File: src/rtl/fib_datapath_pkg.sv
// -----------------------------------------------------------------------------
// fib_datapath_pkg
// Shared encodings for the iterative-sum controller and its datapath:
//   alu_op_e  : ALU opcode carried on cnt_alu
//   reg_idx_e : register-file write destination carried on slc_reg
//   sel_e     : operand-mux select carried on slc_mux_a / slc_mux_b
// -----------------------------------------------------------------------------
package fib_datapath_pkg;

   typedef enum logic [1:0] {
      ALU_ADD = 2'b00,
      ALU_SUB = 2'b01,
      ALU_AND = 2'b10,
      ALU_OR  = 2'b11
   } alu_op_e;

   typedef enum logic [1:0] {
      REG_R0   = 2'b00,
      REG_R1   = 2'b01,
      REG_R2   = 2'b10,
      REG_NONE = 2'b11
   } reg_idx_e;

   typedef enum logic [1:0] {
      SEL_R0   = 2'b00,
      SEL_R1   = 2'b01,
      SEL_R2   = 2'b10,
      SEL_ZERO = 2'b11
   } sel_e;

   localparam int unsigned ITER_W   = 8;
   localparam logic [ITER_W-1:0] ITER_MAX = '1;

endpackage

File: src/rtl/fib_datapath_alu.sv
// -----------------------------------------------------------------------------
// dp_alu
// Combinational ALU for fib_datapath.
// Ports:
//   op : ALU opcode (add / sub / and / or)
//   a  : operand A, WIDTH bits
//   b  : operand B, WIDTH bits
//   y  : result, WIDTH bits (modulo 2^WIDTH)
//   c  : carry-out for add, borrow (a < b unsigned) for sub, 0 otherwise
// -----------------------------------------------------------------------------
module dp_alu
   import fib_datapath_pkg::*;
#(
   parameter int unsigned WIDTH = 8
) (
   input  alu_op_e          op,
   input  logic [WIDTH-1:0] a,
   input  logic [WIDTH-1:0] b,
   output logic [WIDTH-1:0] y,
   output logic             c
);

   logic [WIDTH:0] w_sum;
   logic [WIDTH:0] w_diff;

   // One extra bit on both paths: bit WIDTH is the carry for the sum and,
   // because the subtraction wraps negative, the borrow for the difference.
   assign w_sum  = {1'b0, a} + {1'b0, b};
   assign w_diff = {1'b0, a} - {1'b0, b};

   always_comb begin
      y = '0;
      c = 1'b0;
      case (op)
         ALU_ADD: begin
            y = w_sum[WIDTH-1:0];
            c = w_sum[WIDTH];
         end
         ALU_SUB: begin
            y = w_diff[WIDTH-1:0];
            c = w_diff[WIDTH];
         end
         ALU_AND: y = a & b;
         ALU_OR:  y = a | b;
         default: begin
            y = '0;
            c = 1'b0;
         end
      endcase
   end

endmodule

File: src/rtl/fib_datapath.sv
// -----------------------------------------------------------------------------
// fib_datapath
// Datapath responder for the iterative-sum controller: three-entry register
// file, registered ALU stage, sticky overflow, saturating R2 write counter and
// the threshold comparator that ends the controller's loop.
// Parameters:
//   WIDTH : data word width
//   INIT0 : reset value of R0
//   INIT1 : reset value of R1
//   LIMIT : mayor asserts when R2 > LIMIT (unsigned)
// Ports:
//   clk       : clock, rising edge
//   rst       : asynchronous active-high reset
//   cnt_alu   : ALU opcode
//   slc_mux_a : operand A select (R0 / R1 / R2 / zero)
//   slc_mux_b : operand B select (R0 / R1 / R2 / zero)
//   slc_reg   : write destination (R0 / R1 / R2 / none)
//   w         : write strobe; stores the registered ALU result
//   mayor     : (R2 > LIMIT) | ovf
//   result    : current R2
//   iter      : saturating count of writes into R2
//   ovf       : sticky carry/borrow seen on an effective write
// -----------------------------------------------------------------------------
module fib_datapath
   import fib_datapath_pkg::*;
#(
   parameter int unsigned WIDTH = 8,
   parameter int unsigned INIT0 = 0,
   parameter int unsigned INIT1 = 1,
   parameter int unsigned LIMIT = 100
) (
   input  logic              clk,
   input  logic              rst,
   input  logic [1:0]        cnt_alu,
   input  logic [1:0]        slc_mux_a,
   input  logic [1:0]        slc_mux_b,
   input  logic [1:0]        slc_reg,
   input  logic              w,
   output logic              mayor,
   output logic [WIDTH-1:0]  result,
   output logic [ITER_W-1:0] iter,
   output logic              ovf
);

   localparam logic [WIDTH-1:0] R0_RST = WIDTH'(INIT0);
   localparam logic [WIDTH-1:0] R1_RST = WIDTH'(INIT1);

   logic [WIDTH-1:0]  r_r0;
   logic [WIDTH-1:0]  r_r1;
   logic [WIDTH-1:0]  r_r2;
   logic [WIDTH-1:0]  r_acc;
   logic              r_acc_c;
   logic [ITER_W-1:0] r_iter;
   logic              r_ovf;

   logic [WIDTH-1:0]  w_op_a;
   logic [WIDTH-1:0]  w_op_b;
   logic [WIDTH-1:0]  w_alu_y;
   logic              w_alu_c;
   logic              w_wr_en;

   // ---------------- operand muxes ----------------
   always_comb begin
      w_op_a = '0;
      case (slc_mux_a)
         SEL_R0:  w_op_a = r_r0;
         SEL_R1:  w_op_a = r_r1;
         SEL_R2:  w_op_a = r_r2;
         default: w_op_a = '0;
      endcase
   end

   always_comb begin
      w_op_b = '0;
      case (slc_mux_b)
         SEL_R0:  w_op_b = r_r0;
         SEL_R1:  w_op_b = r_r1;
         SEL_R2:  w_op_b = r_r2;
         default: w_op_b = '0;
      endcase
   end

   dp_alu #(
      .WIDTH (WIDTH)
   ) u_alu (
      .op (alu_op_e'(cnt_alu)),
      .a  (w_op_a),
      .b  (w_op_b),
      .y  (w_alu_y),
      .c  (w_alu_c)
   );

   // ---------------- registered ALU stage ----------------
   always_ff @(posedge clk or posedge rst) begin
      if (rst) begin
         r_acc   <= '0;
         r_acc_c <= 1'b0;
      end else begin
         r_acc   <= w_alu_y;
         r_acc_c <= w_alu_c;
      end
   end

   // w gates the destination check so unknown selects cannot leak into state
   // while no write is requested.
   assign w_wr_en = w && (slc_reg != REG_NONE);

   // ---------------- register file, overflow, iteration count ----------------
   always_ff @(posedge clk or posedge rst) begin
      if (rst) begin
         r_r0   <= R0_RST;
         r_r1   <= R1_RST;
         r_r2   <= '0;
         r_iter <= '0;
         r_ovf  <= 1'b0;
      end else if (w_wr_en) begin
         case (slc_reg)
            REG_R0: r_r0 <= r_acc;
            REG_R1: r_r1 <= r_acc;
            REG_R2: begin
               r_r2 <= r_acc;
               if (r_iter != ITER_MAX) r_iter <= r_iter + 1'b1;
            end
            default: ;
         endcase
         if (r_acc_c) r_ovf <= 1'b1;
      end
   end

   // ---------------- outputs ----------------
   assign mayor  = (32'(r_r2) > LIMIT) | r_ovf;
   assign result = r_r2;
   assign iter   = r_iter;
   assign ovf    = r_ovf;

endmodule
File: config.mk
export PLATFORM = sky130hd
export DESIGN_NAME = fib_datapath
export DESIGN_NICKNAME = d
export VERILOG_FILES = /design/src/rtl/fib_datapath_pkg.sv /design/src/rtl/fib_datapath_alu.sv /design/src/rtl/fib_datapath.sv
export SDC_FILE = /design/constraint.sdc
export NUM_CORES = 1
export LEC_CHECK = 0
export CAP_MARGIN = 20
export CELL_PAD_IN_SITES_DETAIL_PLACEMENT = 0
export CELL_PAD_IN_SITES_GLOBAL_PLACEMENT = 1
export CORE_ASPECT_RATIO = 0.5
export CORE_MARGIN = 3
export CORE_UTILIZATION = 29
export DETAILED_ROUTE_END_ITERATION = 8
export GPL_ROUTABILITY_DRIVEN = 1
export HOLD_SLACK_MARGIN = 0.02
export PLACE_DENSITY_LB_ADDON = 0.1
export SYNTH_ARGS = -nofsm -noshare
export SYNTH_HDL_FRONTEND = slang
export SYNTH_SLANG_ARGS = --single-unit
File: constraint.sdc
create_clock -name clk -period 2.88 [get_ports clk]
set_input_delay 0.576 -clock clk [delete_from_list [all_inputs] [get_ports clk]]
set_output_delay 0.576 -clock clk [all_outputs]
set_load 0.005 [all_outputs]
==> results.md <==
- Outcome: finished, final reports clean
- H-tree levels: 2
- Initial antenna violation count: 0
- Hold path cells: 1
- RSZ-0062 raised after global routing: no
- Top-count cell post-synth: dfrtp_1
- Mapped Cells: 291
- Max Cap Viol: 0
- 1st-iter DRT viols: 171
- Switching Share: 38.31%
- VDD IR max: 354.4 µV
- Core area: 0.009634 mm²
- FF/Latch Area: 0.001052 mm²
- Async set-or-reset flop fraction in the synthesized netlist: 100.0%
- Synth cell types: 53
- Fraction of layout cells with a size suffix above 1: 36.60%
- Post-synth top area cell: dfrtp_1
- Post-Syn Area: 0.002920 mm²
- Fmax: 364.3 MHz
- WS Path Type: in -> reg
- Slew margin rel.: 45.64%
- Drt pass-1 iters: 4
- Most instantiated cells after synthesis: dfrtp_1 (41), nand2_1 (28), mux2_2 (25)
- Detailed Place HPWL: 6439 µm
- Setup Skew: 3.219 ps
- Via/cell ratio: 4.713
- Gpl congestion: 0.7996
- Final wirelength: 8515 µm
- Detailed-route DRC error count: 0
- Hold buffers post-CTS: 0
- Global-route wire length before repair: 13560 µm
- Minimum clock period: 2745 ps
- Fin area: 0.004126 mm²
- Clock tree buffer depth: 2
- Dpl cell area: 0.003727 mm²
- Worst Tran Pin Value: 810.3 ps
- Req. time, crit path: 3090 ps
- Combinational Power Share: 54.9%
- Internal: 2.463 mW
- Critical Path End Type: register
- Layout area overhead: 41.30%
- Sequential share of power: 27.9%
- Worst hold path type: reg -> reg
- Startpoint Class: input port
- Die area: 0.01138 mm²
- Setup violations, final: 0
- Leading post-synthesis cells by cell area: dfrtp_1 (35%), ha_1 (10%), mux2_2 (9.6%)
- GR Overflow Total: 0
- Post-Syn Area per Cell: 10.04 µm²
- EDFF count, synth: 0
- Ys flop type: dfrtp_1
- Final core occ: 42.83%
- Final net count: 413
- Switch Pwr: 1.529 mW
- Worst-Skew Late Latency: 290 ps
- Crit Path Max Fanout: 4
- Post-Syn Nets: 328
- CTS tree: yes
- Clock root buffer master: clkbuf_16
- Largest net degree at the start of global routing: 20
- Final Hold Viols: 0
- Multi-input logic area: 0.001877 mm²
- Max-slew violation count: 0
- PortBufs: 28
- Die W: 147.9 µm
- Static leakage: 1.904 nW
- Ports: 29
- Pwr/cell area: 967.5 mW/mm²
- Total GRT Usage: 15.43%
- # clock sinks: 42
- #FFs+latches synth: 42
- Clock network power share: 17.1%
- Vias in the first global route: 2387
- Initial Utilization: 30.31%
- Cts bufs inserted: 5
- Sequential fraction of the synthesis area: 36.03%
- Die height: 76.96 µm
- Row count: 25
- Number of routed nets with antenna violations: 0
- Yosys Warn Count: 0
- DR vias: 2413
- Crit path DAT: 2950 ps
- Worst-path clk slew: 70 ps
- Reg2Reg Depth: 11
- Wirelength per Cell: 16.63 µm
- Tcrit/Tclk final: 95.30%
- Share of Yosys cell area claimed by the top area cell type: 35.13%
- Fillers: 980
- Diodes inserted: 0
routing by layer:
metal	global-route usage (%)	share of wire [%]
met5	0	0
met4	2.765	0.72
met3	3.896	4.4
met2	20.97	40
met1	24.36	55
layout make-up:
type | count | area share (%)
clock buffers | 5 | 3.032
clock inverters | 3 | 1.061
inverters | 26 | 2.365
multi-input cells | 212 | 45.48
flip-flops and latches | 42 | 25.50
well taps | 135 | 4.093
repair buffers | 89 | 18.47
flip-flops by register name (all words and copies together) (netlist names):
name	flops
ovf	1
r_acc_c	1
r_r1	8
r_acc	8
r_r0	8
iter	8
result	8
worst max-delay path, stage by stage:
cell and delay, ps:
clkdlybuf4s15_2 250, buf_4 150, buf_4 150, mux2i_1 190, o21a_1 210, inv_2 70
ha_4 230, or3_4 340, o2111ai_4 230, o21ai_2 80, a21oi_2 180, o31ai_2 90
a211oi_2 210
power groups by stage:
| stage | sequential [mW] | clock [mW] | combinational (mW) |
|---|---|---|---|
| floorplan | 1.03 | 0 | 1.14 |
| global route | 1.16 | 0.726 | 2.41 |
| finish | 1.12 | 0.684 | 2.19 |
| detailed placement | 1.11 | 0 | 1.94 |
| global placement | 1.09 | 0 | 1.93 |
| CTS | 1.11 | 0.693 | 2.15 |
layout by cell type, fill, tap and decap left out, types with 3 or more instances in the layout:
cell type,n
clkbuf_16,5
a21oi_1,11
a21oi_2,3
mux2i_1,16
clkdlybuf4s50_1,24
nor2_1,12
o21ai_2,3
nand2_1,27
ha_1,20
ha_4,3
a21oi_4,3
mux2_2,25
buf_6,3
and3_1,3
o21ai_0,15
inv_1,21
dfrtp_1,41
xnor2_1,10
xor2_1,3
buf_4,57
inv_2,4
nand3_1,5
o211ai_1,4
a21o_1,4
o21ai_1,3
per-stage QoR:
stage,std cells,power [mW],setup TNS [ps],hold WS [ps],worst slack [ps]
floorplan,291,2.169,0,465.8,11.51
global placement,500,3.022,-3744,488.6,-652.8
detailed placement,500,3.043,-3865,494.1,-703.4
CTS,511,3.946,0,509.2,0.04974
global route,512,4.287,0,512.1,17.25
finish,512,3.992,0,503.3,135.3
worst paths after layout:
kind	endpoint	slack (ps)	from
worst max register to register	r_acc_c$_DFF_PP0_	430	result[0]$_DFFE_PP0P_
worst min-delay path	iter[6]$_DFFE_PP0P_	500	iter[6]$_DFFE_PP0P_
worst max-delay path	r_acc[7]$_DFF_PP0_	140	slc_mux_a[1]
min in group asynchronous	iter[0]$_DFFE_PP0P_	640	rst
worst min register to register	iter[6]$_DFFE_PP0P_	500	iter[6]$_DFFE_PP0P_
max in group asynchronous	r_r1[0]$_DFFE_PP1P_	1540	rst
repair_timing:
item / 4_1_cts / 5_1_grt
pin swaps: 9 / 10
setup buffers: 3 / 1
setup endpoints to repair: 7 / 5
gates resized for setup: 37 / 14
logic make-up (layout without fill, tap and decap cells):
kind of cell / count (synthesis) / after routing / synth area share, %
compound gates: 67 / 67 / 16.07
fa+ha+maj: 26 / 26 / 11.65
xor+xnor: 13 / 13 / 3.899
mux: 43 / 43 / 16.24
flops: 42 / 42 / 36.03
simple gates: 63 / 63 / 10.37
buf+inv: 37 / 123 / 5.741
Note: power is estimated with default switching activity, not from simulation.
